File: src/rtl/uart_tx_if.sv
// Byte-write / serial-line bundle between the UART transmitter and its host.
interface uart_tx_if;
    logic       tx_en;
    logic       wr_en;
    logic [7:0] tx_data;
    logic       tx_out;
    logic       full;
    logic       busy;
    logic       tx_done;

    modport master (
        output tx_en, wr_en, tx_data,
        input  tx_out, full, busy, tx_done
    );

    modport slave (
        input  tx_en, wr_en, tx_data,
        output tx_out, full, busy, tx_done
    );
endinterface

File: src/rtl/uart_tx.sv
// 8N1 UART transmitter: one-entry holding register feeding a start/data/stop
// serialiser timed by the shared oversampling baud-tick enable.
module uart_tx #(
    parameter int unsigned SAMPLE_RATE = 16
) (
    input logic      clk,
    input logic      reset,
    uart_tx_if.slave bus
);

    localparam int unsigned   CW       = (SAMPLE_RATE > 2) ? $clog2(SAMPLE_RATE) : 1;
    localparam logic [CW-1:0] CNT_LAST = CW'(SAMPLE_RATE - 1);

    typedef enum logic [1:0] {
        IDLE  = 2'd0,
        START = 2'd1,
        DATA  = 2'd2,
        STOP  = 2'd3
    } state_t;

    state_t        state_q, state_d;
    logic [CW-1:0] cnt_q, cnt_d;
    logic [2:0]    idx_q, idx_d;
    logic [2:0]    idx_nxt;
    logic [7:0]    shift_q, shift_d;
    logic [7:0]    hold_q, hold_d;
    logic          full_q, full_d;
    logic          tx_q, tx_d;
    logic          done;
    logic          bit_end;

    assign bit_end = bus.tx_en && (cnt_q == CNT_LAST);
    assign idx_nxt = idx_q + 3'd1;

    // State, counters, holding and shift registers; reset returns line to idle-high.
    always_ff @(posedge clk) begin
        if (reset) begin
            state_q <= IDLE;
            cnt_q   <= '0;
            idx_q   <= '0;
            shift_q <= '0;
            hold_q  <= '0;
            full_q  <= 1'b0;
            tx_q    <= 1'b1;
        end else begin
            state_q <= state_d;
            cnt_q   <= cnt_d;
            idx_q   <= idx_d;
            shift_q <= shift_d;
            hold_q  <= hold_d;
            full_q  <= full_d;
            tx_q    <= tx_d;
        end
    end

    // Write acceptance plus frame sequencing; tx_d is the line level for the next clk.
    always_comb begin
        state_d = state_q;
        cnt_d   = cnt_q;
        idx_d   = idx_q;
        shift_d = shift_q;
        hold_d  = hold_q;
        full_d  = full_q;
        tx_d    = tx_q;
        done    = 1'b0;

        // Acceptance (full_q==0) and loading (full_q==1) are mutually exclusive.
        if (bus.wr_en && !full_q) begin
            hold_d = bus.tx_data;
            full_d = 1'b1;
        end

        case (state_q)
            IDLE: begin
                tx_d = 1'b1;
                if (full_q) begin
                    shift_d = hold_q;
                    full_d  = 1'b0;
                    cnt_d   = '0;
                    state_d = START;
                    tx_d    = 1'b0;
                end
            end
            START: begin
                tx_d = 1'b0;
                if (bus.tx_en) begin
                    if (bit_end) begin
                        cnt_d   = '0;
                        idx_d   = '0;
                        state_d = DATA;
                        tx_d    = shift_q[0];
                    end else begin
                        cnt_d = cnt_q + 1'b1;
                    end
                end
            end
            DATA: begin
                tx_d = shift_q[idx_q];
                if (bus.tx_en) begin
                    if (bit_end) begin
                        cnt_d = '0;
                        if (idx_q == 3'd7) begin
                            state_d = STOP;
                            tx_d    = 1'b1;
                        end else begin
                            idx_d = idx_nxt;
                            tx_d  = shift_q[idx_nxt];
                        end
                    end else begin
                        cnt_d = cnt_q + 1'b1;
                    end
                end
            end
            STOP: begin
                tx_d = 1'b1;
                if (bus.tx_en) begin
                    if (bit_end) begin
                        cnt_d   = '0;
                        done    = 1'b1;
                        state_d = IDLE;
                    end else begin
                        cnt_d = cnt_q + 1'b1;
                    end
                end
            end
            default: begin
                state_d = IDLE;
                tx_d    = 1'b1;
            end
        endcase
    end

    assign bus.tx_out  = tx_q;
    assign bus.full    = full_q;
    assign bus.busy    = (state_q != IDLE);
    assign bus.tx_done = done;

endmodule

File: src/flat_wrapper.sv
// flat-port wrapper written by rule: the top's interface ports become plain ports
module uart_tx_flat 
#(
    parameter int unsigned SAMPLE_RATE = 16
)
  (clk, reset, bus_tx_en, bus_wr_en, bus_tx_data, bus_tx_out, bus_full, bus_busy, bus_tx_done);
  uart_tx_if bus_i ();
  input logic clk;
  input logic reset;
  input wire logic [$bits(bus_i.tx_en)-1:0] bus_tx_en;
  input wire logic [$bits(bus_i.wr_en)-1:0] bus_wr_en;
  input wire logic [$bits(bus_i.tx_data)-1:0] bus_tx_data;
  output wire logic [$bits(bus_i.tx_out)-1:0] bus_tx_out;
  output wire logic [$bits(bus_i.full)-1:0] bus_full;
  output wire logic [$bits(bus_i.busy)-1:0] bus_busy;
  output wire logic [$bits(bus_i.tx_done)-1:0] bus_tx_done;
  assign bus_i.tx_en = bus_tx_en;
  assign bus_i.wr_en = bus_wr_en;
  assign bus_i.tx_data = bus_tx_data;
  assign bus_tx_out = bus_i.tx_out;
  assign bus_full = bus_i.full;
  assign bus_busy = bus_i.busy;
  assign bus_tx_done = bus_i.tx_done;
  uart_tx #(.SAMPLE_RATE(SAMPLE_RATE)) u_core (.clk(clk), .reset(reset), .bus(bus_i));
endmodule
File: config.mk
export PLATFORM = sky130hd
export DESIGN_NAME = uart_tx_flat
export DESIGN_NICKNAME = d
export VERILOG_FILES = /design/src/rtl/uart_tx_if.sv /design/src/rtl/uart_tx.sv /design/src/flat_wrapper.sv
export SDC_FILE = /design/constraint.sdc
export NUM_CORES = 1
export LEC_CHECK = 0
export BUFFER_PORTS_ARGS = -buffer_cell sky130_fd_sc_hd__buf_2
export CAP_MARGIN = 20
export CELL_PAD_IN_SITES_DETAIL_PLACEMENT = 1
export CELL_PAD_IN_SITES_GLOBAL_PLACEMENT = 1
export CORE_ASPECT_RATIO = 1.2
export CORE_MARGIN = 4
export CORE_UTILIZATION = 48
export CTS_BUF_LIST = sky130_fd_sc_hd__clkbuf_4 sky130_fd_sc_hd__clkbuf_8
export DETAILED_ROUTE_END_ITERATION = 7
export PLACE_DENSITY = 0.94
export SLEW_MARGIN = 20
export SYNTH_ARGS = -nofsm -noshare
export SYNTH_HDL_FRONTEND = slang
export SYNTH_SLANG_ARGS = --single-unit
File: constraint.sdc
create_clock -name clk -period 3.2 [get_ports clk]
set_input_delay 0.16 -clock clk [delete_from_list [all_inputs] [get_ports clk]]
set_output_delay 0.16 -clock clk [all_outputs]
set_load 0.05 [all_outputs]
==> impl_metrics.env, run 1 <==
export IMPL_status="complete, no violations"
export IMPL_worstPathArrival_ns=2.18
export IMPL_tns_ns=0
export IMPL_drt_initial_drc_count=12
export IMPL_r2r_end="u_core.bus.tx_out$_SDFF_PP1_"
export IMPL_synth_mux_area_share_pct=11.7
export IMPL_syn_cell_area_um2=1340
export IMPL_vdd_drop_max_v=0.000364
export IMPL_maxCapViolCount=0
export IMPL_firstDrtPassIters=4
export IMPL_cts_buffers=3
export IMPL_min_from="bus_tx_data[3]"
export IMPL_insertion_delay_ns=0.32
export IMPL_clk_pin_slew_ns=0.15
export IMPL_antenna_cells=0
export IMPL_yosys_register_bits=27
export IMPL_drv_slew=0
export IMPL_wl_per_cell_um=15.2
export IMPL_maxClockFrequency_mhz=513
export IMPL_synth_compound_area_share_pct=14.5
export IMPL_combinationalPowerShare_pct=40.5
export IMPL_seqPwrFrac_pct=43.5
export IMPL_post_drt_via_cell_ratio=5.76
export IMPL_portBuffers=15
export IMPL_drc=0
export IMPL_total_power_uw=915
export IMPL_hold_path_class="input port to flop"
export IMPL_synth_top_family_by_area="simple AND/OR/NAND/NOR gates"
export IMPL_postCtsSetupRepairBufs=0
export IMPL_yosys_area_share_simple_pct=22.1
export IMPL_grt_pass1_vias=1225
export IMPL_cts_tree="yes"
export IMPL_power_density_nw_per_um2=626
export IMPL_postCtsResizedCells=0
export IMPL_gp_congestion=0.757
export IMPL_power_switching_share_pct=42.0
export IMPL_setup_viol=0
export IMPL_cp_required_ns=3.43
export IMPL_finClkSkew_ns=0.00746
export IMPL_tightestPinTransition_ns=0.561
export IMPL_grt_max_degree=29
export IMPL_ys_flop_type="dfxtp_1"
export IMPL_synth_nets=173
export IMPL_internal_power_uw=531
export IMPL_grt_usage_pct=18.5
export IMPL_detail_route_antenna_nets=0
export IMPL_max_slew_margin_pct=62.5
export IMPL_setup_ws_ns=1.25
export IMPL_fin_nets=186
export IMPL_dp_cells=194
export IMPL_leakage_nw=0.581
export IMPL_final_util_pct=56.2
export IMPL_crit_path_start_kind="flop"
export IMPL_reg2reg_from="u_core.idx_q[0]$_SDFFE_PP0P_"
export IMPL_drive_above_1_share_pct=13.9
export IMPL_pre_cts_ws_ns=1.23
export IMPL_htree_levels=1
export IMPL_cp_max_fo=5
export IMPL_io_pins=16
export IMPL_seq_area_frac_synth_pct=40.2
export IMPL_finalCriticalPeriod_ns=1.95
export IMPL_synth_distinct_cells=30
export IMPL_num_vias=1141
export IMPL_synthAdderAreaFrac_pct=7.45
export IMPL_initial_core_util_pct=51.6
export IMPL_avgSynthCellArea_um2=8.78
export IMPL_critPathKind="flop to flop"
export IMPL_yosysWarningCount=0
export IMPL_hold_depth=3
export IMPL_grt_ovfl_total=0
export IMPL_finalNonFillerCells=198
export IMPL_async_flop_share_pct=0
export IMPL_rsz0062_at_grt="false"
export IMPL_hold_buffers=0
export IMPL_dieWidth_um=56.3
export IMPL_p_clk_share_pct=16.0
export IMPL_die_h_um=66.0
export IMPL_whs_endpoint="u_core.hold_q[3]$_SDFFE_PP0P_"
export IMPL_grt_pass1_wl_um=5530
export IMPL_cts_sinks=27
export IMPL_coreArea_um2=2600
export IMPL_fin_crit_sh_pct=61.0
export IMPL_hold_slack_ns=0.0610
export IMPL_rows=20
export IMPL_die_area_um2=3710
export IMPL_netSwitchingPower_uw=384
export IMPL_place_area_um2=1430
export IMPL_clock_root_buffer="clkbuf_4"
export IMPL_synth_xor_area_share_pct=0.652
export IMPL_hpwl_um=2360
export IMPL_clk_path_buf_depth=2
export IMPL_synth_edf_count=0
export IMPL_antenna_found_initial=0
export IMPL_endpoint_kind="flop"
export IMPL_reg2regPathDepth=5
export IMPL_routed_wl_um=3010
export IMPL_syn_inst=153
export IMPL_final_hold_viol_count=0
export IMPL_final_cell_area_um2=1460
export IMPL_syn_to_final_growth_pct=8.75
export IMPL_r2r_slack_ns=1.25
critical path, stage by stage (launching register included):
cell and delay, ns:
dfxtp_1 0.39, ha_1 0.37, mux4_2 0.52, mux2i_1 0.15, a22oi_1 0.09, a311o_1 0.34
cell usage in the layout, fill, tap and decap left out, types with 5 or more instances in the layout:
cell     instances
nand2_1         26
buf_2           15
mux2i_1          6
dfxtp_1         27
nand3_1          9
ha_1             8
a21oi_1         22
nor2_1          13
inv_1            5
logic make-up (layout without fill, tap and decap cells):
| kind of cell | Yosys count | count (layout) |
|---|---|---|
| XOR/XNOR | 1 | 1 |
| AO/OA/AOI/OAI | 33 | 33 |
| AND/OR/NAND/NOR | 62 | 62 |
| adder cells (fa/ha/maj) | 8 | 8 |
| flip-flops | 27 | 27 |
| multiplexers | 10 | 10 |
| buffers and inverters | 12 | 24 |
power by group through the flow:
stage	combinational, mW	clock [mW]	sequential [mW]
6_report	0.371	0.146	0.398
5_1_grt	0.417	0.168	0.403
4_1_cts	0.373	0.152	0.398
3_5_place_dp	0.372	0	0.406
3_3_place_gp	0.347	0	0.402
2_1_floorplan	0.264	0	0.417
cells in the mapped netlist (all sizes together) (2+ instances only):
library cell	n	share of area, %
and2	3	1.4
inv	5	1.4
nand3	9	3.4
nand2	26	7.3
clkbuf	5	1.4
nor2b	2	0.93
nor3	2	0.74
dfxtp	27	40
ha	8	7.4
nor2	13	3.6
mux2i	6	4.5
a21oi	22	8.2
mux4	4	7.3
nand2b	3	1.4
buf	2	0.56
a32oi	2	1.3
o21ai	3	1.1
flip-flops by register name, indices dropped and copies added (netlist names):
register           count
u_core.bus.tx_out      1
u_core.state_q         2
u_core.hold_q          8
u_core.cnt_q           4
u_core.shift_q         8
u_core.bus.full        1
u_core.idx_q           3
per-layer routing:
layer / share of wire [%] / vias to the layer above / track usage (%)
li1: - / 564 / -
met1: 42 / 547 / 21.5
met2: 53 / 24 / 33.9
met3: 3.4 / 6 / 2.93
met4: 1.8 / 0 / 7.12
met5: 0 / - / 0
final cells by class:
cell class              count  area [um^2]
fillers                   328         1140
multi-input cells         114          758
flip-flops and latches     27          541
repair buffers             15         75.1
well taps                  33         41.3
clock buffers               3         22.5
inverters                   5         18.8
clock inverters             1         5.00
worst max path at each step:
stage | end | startpoint | slack (ns) | cells past startpoint
floorplan | u_core.bus.tx_out$_SDFF_PP1_ | u_core.idx_q[0]$_SDFFE_PP0P_ | 1.37 | 5
global placement | u_core.bus.tx_out$_SDFF_PP1_ | u_core.idx_q[0]$_SDFFE_PP0P_ | 1.33 | 5
detailed placement | u_core.bus.tx_out$_SDFF_PP1_ | u_core.idx_q[0]$_SDFFE_PP0P_ | 1.23 | 5
CTS | u_core.bus.tx_out$_SDFF_PP1_ | u_core.idx_q[0]$_SDFFE_PP0P_ | 1.23 | 5
global route | u_core.cnt_q[1]$_SDFFE_PP0P_ | u_core.state_q[0]$_SDFFE_PP0P_ | 1.17 | 6
finish | u_core.bus.tx_out$_SDFF_PP1_ | u_core.idx_q[0]$_SDFFE_PP0P_ | 1.25 | 5
(Power assumes the default switching activity.)
==> run 2, diff against run 1 <==
CORE_UTILIZATION = 45   (was 48)
PLACE_DENSITY = 0.9   (was 0.94)
clock period = 1.8 ns   (was 3.2 ns; I/O delays follow)
==> impl_metrics.env, run 2 (synthesized netlist as in run 1, its figures left out) <==
export IMPL_met2_usage_pct=40.1
export IMPL_total_power_mw=1.70
export IMPL_tns_ns=0
export IMPL_path_cells="ha_4 -> mux4_2 -> mux2i_1 -> a22oi_1 -> a311o_1"
export IMPL_wl_per_cell_um=16.3
export IMPL_coreArea_um2=2840
export IMPL_cts_buffers=3
export IMPL_cts_tree="yes"
export IMPL_firstDrtPassIters=4
export IMPL_die_h_um=67.9
export IMPL_leakage_nw=0.626
export IMPL_hold_path_class="input port to flop"
export IMPL_fin_crit_sh_pct=96.7
export IMPL_drt_initial_drc_count=41
export IMPL_pre_cts_ws_ns=-0.00535
export IMPL_crit_family="multiplexers"
export IMPL_finClkSkew_ns=0.00192
export IMPL_r2r_slack_ns=0.06
export IMPL_hold_slack_ns=0.114
export IMPL_final_hold_viol_count=0
export IMPL_tightestPinTransition_ns=0.567
export IMPL_io_pins=16
export IMPL_final_util_pct=57.2
export IMPL_worstPathArrival_ns=1.98
export IMPL_drv_slew=0
export IMPL_post_drt_via_cell_ratio=5.56
export IMPL_insertion_delay_ns=0.33
export IMPL_die_area_um2=3930
export IMPL_syn_to_final_growth_pct=20.8
export IMPL_use_met3_pct=2.83
export IMPL_crit_slowest_cell="mux4_2"
export IMPL_grt_pass1_vias=1246
export IMPL_endpoint_kind="flop"
export IMPL_reg_top3="u_core.hold_q x8, u_core.shift_q x8, u_core.cnt_q x4"
export IMPL_setup_viol=0
export IMPL_max_slew_margin_pct=62.1
export IMPL_clk_pin_slew_ns=0.16
export IMPL_max_stage_delay_ns=0.49
export IMPL_rows=21
export IMPL_hpwl_um=2670
export IMPL_cts_sinks=27
export IMPL_grt_ovfl_total=0
export IMPL_maxClockFrequency_mhz=575
export IMPL_initial_core_util_pct=47.4
export IMPL_clock_root_buffer="clkbuf_4"
export IMPL_grt_busiest_layer="met2"
export IMPL_grtUsageMet1_pct=19.2
export IMPL_critPathBufInv=0
export IMPL_power_density_nw_per_um2=1050
export IMPL_grt_pass1_wl_um=5800
export IMPL_antenna_found_initial=0
export IMPL_drc=0
export IMPL_crit_path_start_kind="flop"
export IMPL_vdd_drop_max_v=0.000712
export IMPL_status="complete, no violations"
export IMPL_grt_max_degree=29
export IMPL_gp_congestion=0.707
export IMPL_maxCapViolCount=0
export IMPL_htree_levels=1
export IMPL_routed_wl_um=3440
export IMPL_fin_nets=198
export IMPL_layout_common_cells="nand2_1, dfxtp_1, a21oi_1"
export IMPL_rsz0062_at_grt="true"
export IMPL_drive_above_1_share_pct=19.8
export IMPL_postCtsSetupRepairBufs=0
export IMPL_setup_ws_ns=0.0595
export IMPL_cp_max_fo=3
export IMPL_grt_usage_pct=19.4
export IMPL_cp_required_ns=2.04
export IMPL_critPathKind="flop to flop"
export IMPL_finalCriticalPeriod_ns=1.74
export IMPL_antenna_cells=0
export IMPL_dieWidth_um=57.9
export IMPL_place_area_um2=1480
export IMPL_finalNonFillerCells=211
export IMPL_layout_commonest_cell="nand2_1"
export IMPL_num_vias=1174
export IMPL_final_cell_area_um2=1620
export IMPL_portBuffers=15
export IMPL_clk_path_buf_depth=2
export IMPL_dp_cells=199
export IMPL_detail_route_antenna_nets=0
run 2: layout make-up:
type / count / area (um^2)
Fill cell: 336 / 1210
Multi-Input combinational cell: 114 / 800
Sequential cell: 27 / 544
Timing Repair Buffer: 27 / 188
Tap cell: 34 / 42.5
Clock buffer: 3 / 22.5
Inverter: 5 / 18.8
Clock inverter: 1 / 7.51
run 2: path summary, 6_finish.rpt:
kind	start	to	depth (start not counted)
worst min register to register	u_core.hold_q[0]$_SDFFE_PP0P_	u_core.hold_q[0]$_SDFFE_PP0P_	2
worst max register to register	u_core.idx_q[1]$_SDFFE_PP0P_	u_core.bus.tx_out$_SDFF_PP1_	5
worst min-delay path	bus_tx_en	u_core.cnt_q[2]$_SDFFE_PP0P_	3
worst max-delay path	u_core.idx_q[1]$_SDFFE_PP0P_	u_core.bus.tx_out$_SDFF_PP1_	5
run 2: worst reg2reg max path: stages, from the launching register on:
cell	delay (ns)
dfxtp_2	0.38
ha_4	0.29
mux4_2	0.49
mux2i_1	0.14
a22oi_1	0.09
a311o_1	0.27
run 2: what timing repair did:
action | 4_1_cts | 5_1_grt
hold endpoints to repair | 8 | 0
hold buffers | 8 | 0
pin swaps | 3 | 0
setup endpoints to repair | 2 | 3
gates resized for setup | 5 | 4
run 2: power breakdown:
| group | leakage (nW) | internal, mW | switching [mW] |
|---|---|---|---|
| Combinational | 0.390 | 0.240 | 0.476 |
| Clock | 0.0139 | 0.0852 | 0.196 |
| Sequential | 0.221 | 0.656 | 0.0488 |
| Total | 0.626 | 0.981 | 0.720 |
run 2: per-layer routing:
| metal | vias up | part of all wire (%) |
|---|---|---|
| met3 | 4 | 2.6 |
| li1 | 583 | - |
| met1 | 568 | 37 |
| met4 | 0 | 1.0 |
| met5 | - | 0 |
| met2 | 19 | 59 |
==> run 3, diff against run 2 <==
HOLD_SLACK_MARGIN = 0.03   (was not set)
clock period = 1.9 ns   (was 1.8 ns; I/O delays follow)
==> impl_metrics.env, run 3 (synthesized netlist as in run 1, its figures left out) <==
export IMPL_num_vias=1175
export IMPL_finalNonFillerCells=211
export IMPL_max_stage_delay_ns=0.38
export IMPL_cts_tree="yes"
export IMPL_grt_ovfl_total=0
export IMPL_cts_sinks=27
export IMPL_cp_max_fo=3
export IMPL_crit_path_start_kind="flop"
export IMPL_syn_to_final_growth_pct=18.4
export IMPL_finalCriticalPeriod_ns=1.86
export IMPL_drive_above_1_share_pct=16.9
export IMPL_n_fill_cell=341
export IMPL_vdd_drop_max_v=0.000912
export IMPL_insertion_delay_ns=0.34
export IMPL_hpwl_um=2460
export IMPL_reg_top3="u_core.hold_q x8, u_core.shift_q x8, u_core.cnt_q x4"
export IMPL_post_drt_via_cell_ratio=5.57
export IMPL_leakage_nw=0.625
export IMPL_power_density_nw_per_um2=994
export IMPL_place_area_um2=1470
export IMPL_routed_wl_um=3260
export IMPL_clk_path_buf_depth=2
export IMPL_final_hold_viol_count=0
export IMPL_die_area_um2=3930
export IMPL_cp_required_ns=2.15
export IMPL_layout_common_cells="dfxtp_1, nand2_1, a21oi_1"
export IMPL_grt_max_degree=29
export IMPL_dp_cells=199
export IMPL_antenna_found_initial=0
export IMPL_clk_pin_slew_ns=0.15
export IMPL_finClkSkew_ns=0.00248
export IMPL_maxCapViolCount=0
export IMPL_grt_pass1_vias=1281
export IMPL_status="complete, no violations"
export IMPL_critPathBufInv=0
export IMPL_grt_usage_pct=18.8
export IMPL_hold_path_class="input port to flop"
export IMPL_rows=21
export IMPL_portBuffers=15
export IMPL_drc=0
export IMPL_fin_nets=198
export IMPL_worstPathArrival_ns=2.11
export IMPL_initial_core_util_pct=47.4
export IMPL_grt_pass1_wl_um=5660
export IMPL_dieWidth_um=57.9
export IMPL_cts_buffers=3
export IMPL_firstDrtPassIters=4
export IMPL_endpoint_kind="flop"
export IMPL_htree_levels=1
export IMPL_crit_family="adder cells"
export IMPL_final_cell_area_um2=1590
export IMPL_rsz0062_at_grt="false"
export IMPL_tightestPinTransition_ns=0.588
export IMPL_maxClockFrequency_mhz=537
export IMPL_crit_slowest_cell="dfxtp_1"
export IMPL_coreArea_um2=2840
export IMPL_wl_per_cell_um=15.5
export IMPL_gp_congestion=0.828
export IMPL_antenna_cells=0
export IMPL_drt_initial_drc_count=26
export IMPL_drv_slew=0
export IMPL_io_pins=16
export IMPL_max_slew_margin_pct=60.7
export IMPL_die_h_um=67.9
export IMPL_setup_viol=0
export IMPL_fin_crit_sh_pct=98.1
export IMPL_path_cells="ha_4 -> ha_1 -> mux4_2 -> mux2i_1 -> a22oi_1 -> a311o_1"
export IMPL_clock_root_buffer="clkbuf_4"
export IMPL_layout_commonest_cell="dfxtp_1"
export IMPL_critPathKind="flop to flop"
export IMPL_detail_route_antenna_nets=0
## run 3: cell counts in the layout (fill, tap and decap cells not counted)
No cell type changed its count.
## run 3: worst paths after layout
path	from	end	slack [ns]	depth (start not counted)
worst min-delay path	bus_tx_en	u_core.cnt_q[2]$_SDFFE_PP0P_	0.11	3
worst max register to register	u_core.idx_q[1]$_SDFFE_PP0P_	u_core.bus.tx_out$_SDFF_PP1_	0.04	6
worst max-delay path	u_core.idx_q[1]$_SDFFE_PP0P_	u_core.bus.tx_out$_SDFF_PP1_	0.04	6
worst min register to register	u_core.hold_q[0]$_SDFFE_PP0P_	u_core.hold_q[0]$_SDFFE_PP0P_	0.48	2
## run 3: layout make-up
cell class / count / area, um^2 / area share, %
multi-input combinational: 114 / 774 / 48.7
sequential: 27 / 541 / 34.0
timing repair buffer: 27 / 185 / 11.6
tap: 34 / 42.5 / 2.67
clock buffer: 3 / 22.5 / 1.42
inverter: 5 / 18.8 / 1.18
clock inverter: 1 / 7.51 / 0.472
## run 3: timing repair
action	in CTS	in global routing
setup buffers	0	0
endpoints found under the setup margin	1	1
hold buffers	8	0
endpoints found under the hold margin	8	0
resized for setup	1	2
pin swaps	0	0
## run 3: metrics by stage
step	total power, mW	hold WS [ns]	TNS [ns]	worst slack [ns]	util (%)
after floorplan	1.15	0.231	0	0.0667	-
after global placement	1.29	0.335	0	0.0993	51.6
after detailed placement	1.32	0.347	-0.0136	-0.0136	51.6
after CTS	1.59	0.0959	0	0.0334	56.0
after global routing	1.70	0.111	0	0.00377	56.1
final	1.58	0.105	0	0.0369	56.1
## run 3: worst min-delay path: stages
cell and delay (ns):
buf_2 0.15, nand4b_1 0.11, a21oi_1 0.06
## run 3: layer usage
metal / vias to the layer above / share of wire [%] / GRT usage (%) / wire length [um]
li1: 582 / - / - / -
met1: 573 / 39 / 19.4 / 1260
met2: 15 / 57 / 37.0 / 1860
met3: 5 / 2.4 / 2.45 / 79
met4: 0 / 1.8 / 8.70 / 60
met5: - / 0 / 0 / 0
## run 3: where the power goes
group          switching [mW]  internal, mW
logic                   0.438         0.222
clock network           0.179        0.0809
registers              0.0424         0.620
total                   0.660         0.923
